## config.mk

```make
export PLATFORM = sky130hd
export DESIGN_NAME = sd_dat_block_rx
export DESIGN_NICKNAME = d
export VERILOG_FILES = /design/src/rtl/sd_pkg.sv /design/src/rtl/sd_crc16.sv /design/src/rtl/sd_dat_block_rx.sv
export SDC_FILE = /design/constraint.sdc
export NUM_CORES = 1
export LEC_CHECK = 0
export ABC_AREA = 1
export BUFFER_PORTS_ARGS = -buffer_cell sky130_fd_sc_hd__buf_4
export CAP_MARGIN = 20
export CORE_MARGIN = 2
export CORE_UTILIZATION = 65
export DETAILED_ROUTE_END_ITERATION = 10
export GPL_TIMING_DRIVEN = 0
export PLACE_DENSITY = 0.84
export RECOVER_POWER = 25
export SLEW_MARGIN = 20
export SYNTH_ARGS = -nofsm -noshare
export SYNTH_HDL_FRONTEND = slang
export SYNTH_SLANG_ARGS = --single-unit
```

## constraint.sdc

```tcl
create_clock -name clk -period 3.7 [get_ports clk]
set_input_delay 0 -clock clk [delete_from_list [all_inputs] [get_ports clk]]
set_output_delay 0 -clock clk [all_outputs]
set_load 0.02 [all_outputs]
```

## src/rtl/sd_pkg.sv

```systemverilog
// sd_pkg: shared types and constants for the SD data-line receive/transmit paths.
package sd_pkg;
  typedef enum logic [2:0] {
    IDLE       = 3'd0,
    WAIT_START = 3'd1,
    RCV_DATA   = 3'd2,
    RCV_CRC    = 3'd3,
    END_BIT    = 3'd4
  } state_t;
  localparam logic [15:0] CRC16_POLY = 16'h1021;
  localparam logic START_BIT = 1'b0;
  localparam logic END_BIT_VAL = 1'b1;
endpackage

```

## src/rtl/sd_crc16.sv

```systemverilog
// sd_crc16: serial MSB-first CRC16 (init 0, no final XOR), shared by read and write paths.
module sd_crc16
  import sd_pkg::*;
#(
  parameter logic [15:0] POLY = CRC16_POLY
) (
  input  logic        clk,
  input  logic        n_rst,
  input  logic        clr,
  input  logic        en,
  input  logic        din,
  output logic [15:0] crc
);
  logic fb;
  assign fb = crc[15] ^ din;
  always_ff @(posedge clk or negedge n_rst) begin
    if (!n_rst) crc <= '0;
    else if (clr) crc <= '0;
    else if (en) crc <= {crc[14:0], 1'b0} ^ (fb ? POLY : 16'h0000);
  end
endmodule

```

## src/rtl/sd_dat_block_rx.sv

```systemverilog
// sd_dat_block_rx: 1-bit DAT0 single-block read engine feeding the USB read FIFO,
// with CRC16/end-bit check and start-bit timeout.
module sd_dat_block_rx
  import sd_pkg::*;
#(
  parameter int BLOCK_BYTES = 512,
  parameter int NAC_MAX     = 4096,
  parameter int CNT_W       = 13
) (
  input  logic       clk,
  input  logic       n_rst,
  input  logic       sd_rx_en_read,
  input  logic       sd_bit_tick,
  input  logic       sd_dat0,
  input  logic       fifo_full,
  output logic [7:0] fifo_data,
  output logic       SD_FIFO_WRITE,
  output logic       read_done,
  output logic       crc_status,
  output logic       timeout,
  output logic       overflow,
  output logic       busy
);
  localparam logic [CNT_W-1:0] DATA_LAST = CNT_W'(BLOCK_BYTES * 8 - 1);
  localparam logic [CNT_W-1:0] NAC_LAST  = CNT_W'(NAC_MAX - 1);
  localparam logic [CNT_W-1:0] CRC_LAST  = CNT_W'(15);
  state_t           state;
  logic             rx_en_d;
  logic [CNT_W-1:0] cnt;
  logic [6:0]       sr;
  logic [15:0]      rx_crc;
  logic [15:0]      crc;
  logic             start;
  logic             crc_en;
  assign start  = (state == IDLE) && sd_rx_en_read && !rx_en_d;
  assign crc_en = sd_bit_tick && (state == RCV_DATA);
  assign busy   = (state != IDLE);
  sd_crc16 #(.POLY(CRC16_POLY)) u_crc (
    .clk  (clk),
    .n_rst(n_rst),
    .clr  (start),
    .en   (crc_en),
    .din  (sd_dat0),
    .crc  (crc)
  );
  always_ff @(posedge clk or negedge n_rst) begin
    if (!n_rst) begin
      state         <= IDLE;
      rx_en_d       <= 1'b0;
      cnt           <= '0;
      sr            <= '0;
      rx_crc        <= '0;
      fifo_data     <= '0;
      SD_FIFO_WRITE <= 1'b0;
      read_done     <= 1'b0;
      crc_status    <= 1'b0;
      timeout       <= 1'b0;
      overflow      <= 1'b0;
    end else begin
      rx_en_d       <= sd_rx_en_read;
      SD_FIFO_WRITE <= 1'b0;
      read_done     <= 1'b0;
      // the card cannot be paused mid-block, so a write into a full FIFO is only flagged
      if (SD_FIFO_WRITE && fifo_full) overflow <= 1'b1;
      if (start) begin
        state      <= WAIT_START;
        cnt        <= '0;
        rx_crc     <= '0;
        crc_status <= 1'b0;
        timeout    <= 1'b0;
        overflow   <= 1'b0;
      end else if (sd_bit_tick) begin
        case (state)
          WAIT_START: begin
            if (sd_dat0 == START_BIT) begin
              state <= RCV_DATA;
              cnt   <= '0;
            end else if (cnt == NAC_LAST) begin
              timeout   <= 1'b1;
              read_done <= 1'b1;
              state     <= IDLE;
            end else cnt <= cnt + 1'b1;
          end
          RCV_DATA: begin
            sr  <= {sr[5:0], sd_dat0};
            cnt <= cnt + 1'b1;
            if (cnt[2:0] == 3'd7) begin
              fifo_data     <= {sr, sd_dat0};
              SD_FIFO_WRITE <= 1'b1;
            end
            if (cnt == DATA_LAST) begin
              state <= RCV_CRC;
              cnt   <= '0;
            end
          end
          RCV_CRC: begin
            rx_crc <= {rx_crc[14:0], sd_dat0};
            cnt    <= cnt + 1'b1;
            if (cnt == CRC_LAST) state <= END_BIT;
          end
          END_BIT: begin
            crc_status <= (sd_dat0 == END_BIT_VAL) && (rx_crc == crc);
            read_done  <= 1'b1;
            state      <= IDLE;
          end
          default: state <= IDLE;
        endcase
      end
    end
  end
endmodule

```

==> results.md <==
* DPL Wire Length at 5161 µm
* Synth Warn # at 0
* DRC viols at 0
* Synthesized instance count at 417
* Ratio of cells with drive above 1 in the final layout at 0.1033
* Ys async rst share at 1.000
* Met3 WL at 437 µm
* Slew HR at -0.1039
* Max Transition Viols Final at 70
* Setup TNS at 0 ns
* Vias in the first global route at 2800
* F_max at 551.1 MHz
* Post-Synthesis Net Count at 425
* Reg2reg setup slack at 1.89 ns
* Grt ovf at 0
* Util after Layout at 0.7517
* Root Buffer: clkbuf_8
* Hold_sp: sd_dat0
* Final setup fails at 0
* Sw frac at 0.3644
* Gpl congestion at 0.8777
* Clock slew at reported path FFs at 0.07 ns
* Worst EP arrival at 2.05 ns
* Top cell type by total area after synthesis: dfrtp_1
* Pwr/cell area at 576.9 nW/µm²
* Std-Cell Rows at 26
* Die W at 76.48 µm
* CTS Buffer Depth at 2
* 1st-pass router iterations at 5
* Post-cts resize count at 0
* Setup Buffers After CTS at 0
* Num CTS Buffers at 9
* Register area share after synthesis at 0.5057
* Commonest cells after routing, fill and taps aside: 123 x nand2_1, 69 x dfrtp_1, 62 x inv_1
* Sw power at 0.8019 mW
* Total core area at 5075 µm²
* Seq pwr share at 0.432
* Top cell type's share of synthesized area at 0.5057
* Antenna diode count at 0
* Prevailing post-synth register cell: dfrtp_1
* CP max FO at 8
* Capture point of the worst reg-to-reg path: cnt[12]
* IR drop worst, VDD at 0.4493 mV
* Clock Latency Late Sink at 0.34 ns
* Startpoint Class: flop
* Max stage delay on crit path at 0.43 ns
* First-pass GRT wire length at 12680 µm
* Commonest non-fill, non-tap cell in the layout: nand2_1
* Hold path depth at 4
* Pre-CTS setup slack at 1.957 ns
* Count of cell types in the netlist at 29
* IO Pins at 20
* Initial core utilization at 0.6728
* Hold Buf Count CTS at 4
* Ranking of synthesized cells by area: dfrtp_1 51%, nand2_1 14%, inv_1 6.8%, o22ai_1 5.9%, nand3_1 3.5%
* Hold Path Sink: state[1]
* Worst-path cell chain: ha_1 > nand2_1 > nor2_2 > nand2_4 > nor2_4 > nand3_1 > nand2_1 > nor2_4 > nand2_1 > nand2_1
* Post-synth EDFFs at 0
* Global Route Usage Sum at 0.2739
* Final Skew at 0.01230 ns
* Post-route ant nets at 0
* Comb power frac at 0.303
* Slowest cell on the critical path: dfrtp_1
* DRT iter0 DRCs at 277
* Drt total wl at 7427 µm
* DR WL met2 at 3505 µm
* Status: complete, but fails checks
* Post-synthesis register bit count at 69
* Worst reg2reg startpoint: cnt[0]
* Metal-1 WL at 3339 µm
* Final setup margin at 1.885 ns
* Largest net degree at the start of global routing at 70
* Slew of the pin with the lowest slew margin at 1.656 ns
* RSZ-0062 raised after global routing: false
* # Max-Cap Violations at 1
* Top layer in use: met4
* Req. time, crit path at 3.93 ns
* Part of the power in the clock network at 0.265
* Tmin final at 1.815 ns
* Synthesized area per cell at 8.188 µm²
* Vert. Die Dim at 76.48 µm
* Antenna violations before repair at 0
* Leakage at 1.870 nW
* Die area at 5849 µm²
* Violated checks: max-capacitance violations, max-slew violations
* Most Frequent Cell on Critical Path: nand2_1
* Period utilization at 0.4904
* Area delta synth->final at 11.73%
* Crit Path Category: flop to flop
* Final hold violation count at 0
* Via/cell ratio at 5.510
* Int Pwr at 1.399 mW
* Vias at 2893
* Hold/Removal Path Class: input port to flop
* Mapped Area at 3415 µm²
* Overall Power at 2.201 mW
* PortBufs at 19
* Nets at 459
* H-Tree Depth at 3
* R2r worst-path depth at 10
* Crit path capture type: flop
* WL per Instance at 14.15 µm
* Clock Sinks at 69
* CTS tree: done
* CP startpoint: cnt[0]
==> worst max-delay path by stage <==
stage / endpoint / slack (ns) / cells past startpoint
floorplan: cnt[12] / 2.18 / 11
global placement: cnt[2] / 2.00 / 10
detailed placement: cnt[12] / 1.96 / 10
CTS: cnt[0] / 1.94 / 10
global route: cnt[2] / 1.74 / 2
finish: cnt[12] / 1.89 / 10
==> cell families (layout without fill, tap and decap cells) <==
| group | after synthesis | after routing | synth area share |
|---|---|---|---|
| simple gates | 198 | 198 | 0.2624 |
| buf+inv | 76 | 114 | 0.08940 |
| flops | 69 | 69 | 0.5057 |
| compound gates | 63 | 63 | 0.1121 |
| xor+xnor | 9 | 9 | 0.02309 |
| fa+ha+maj | 2 | 2 | 0.007328 |
==> layer usage <==
metal | global-route usage | vias to the layer above
met5 | 0 | -
met4 | 0.1236 | 0
met3 | 0.03910 | 14
met2 | 0.4416 | 98
met1 | 0.3712 | 1380
li1 | - | 1401
==> critical path: cells and delay by family, from the launching register on <==
kind | cells | cell delay (ns)
AND/OR/NAND/NOR | 9 | 1.06
flip-flops | 1 | 0.43
adder cells (fa/ha/maj) | 1 | 0.22
==> power by group through the flow <==
stage	clock network, mW	logic (mW)	registers [mW]
6_report	0.584	0.667	0.950
5_1_grt	0.617	0.747	0.960
4_1_cts	0.586	0.667	0.944
3_5_place_dp	0	0.660	0.957
3_3_place_gp	0	0.637	0.951
2_1_floorplan	0	0.492	0.946
==> area by class of cell <==
cell class / count / area [µm²]
buffer: 8 / 45.04
tap: 70 / 87.58
sequential: 69 / 1727
timing repair buffer: 23 / 131.4
clock inverter: 4 / 50.05
clock buffer: 11 / 131.4
inverter: 68 / 260.3
multi-input combinational: 272 / 1383
fill: 417 / 1260
==> cell usage after synthesis, types with 3 or more instances <==
master and instances:
inv_1 62, o21bai_1 3, clkbuf_1 4, o22ai_1 32
buf_2 3, nor3_1 4, inv_2 4, nand2_1 123
nand2_2 4, xor2_1 7, nand4_1 4, o21ai_1 5
nor2_4 5, dfrtp_1 69, nor2_2 3, o21ai_0 19
nor2_1 25, nand3_1 24
==> flip-flops by register name, indices dropped and copies added, names as in the netlist <==
signal         cells
SD_FIFO_WRITE      1
sr                 7
u_crc.crc         16
rx_en_d            1
cnt               13
overflow           1
state              3
rx_crc            16
crc_status         1
timeout            1
fifo_data          8
read_done          1
==> through the flow <==
stage	hold WS, ns	std cells	instance area (µm²)
floorplan	-0.2956	417	3415
global placement	0.1198	506	3645
detailed placement	0.1219	506	3645
CTS	0.06856	525	3866
global route	0.08864	525	3815
finish	0.08889	525	3815
Power figures use the tool's default switching activity.
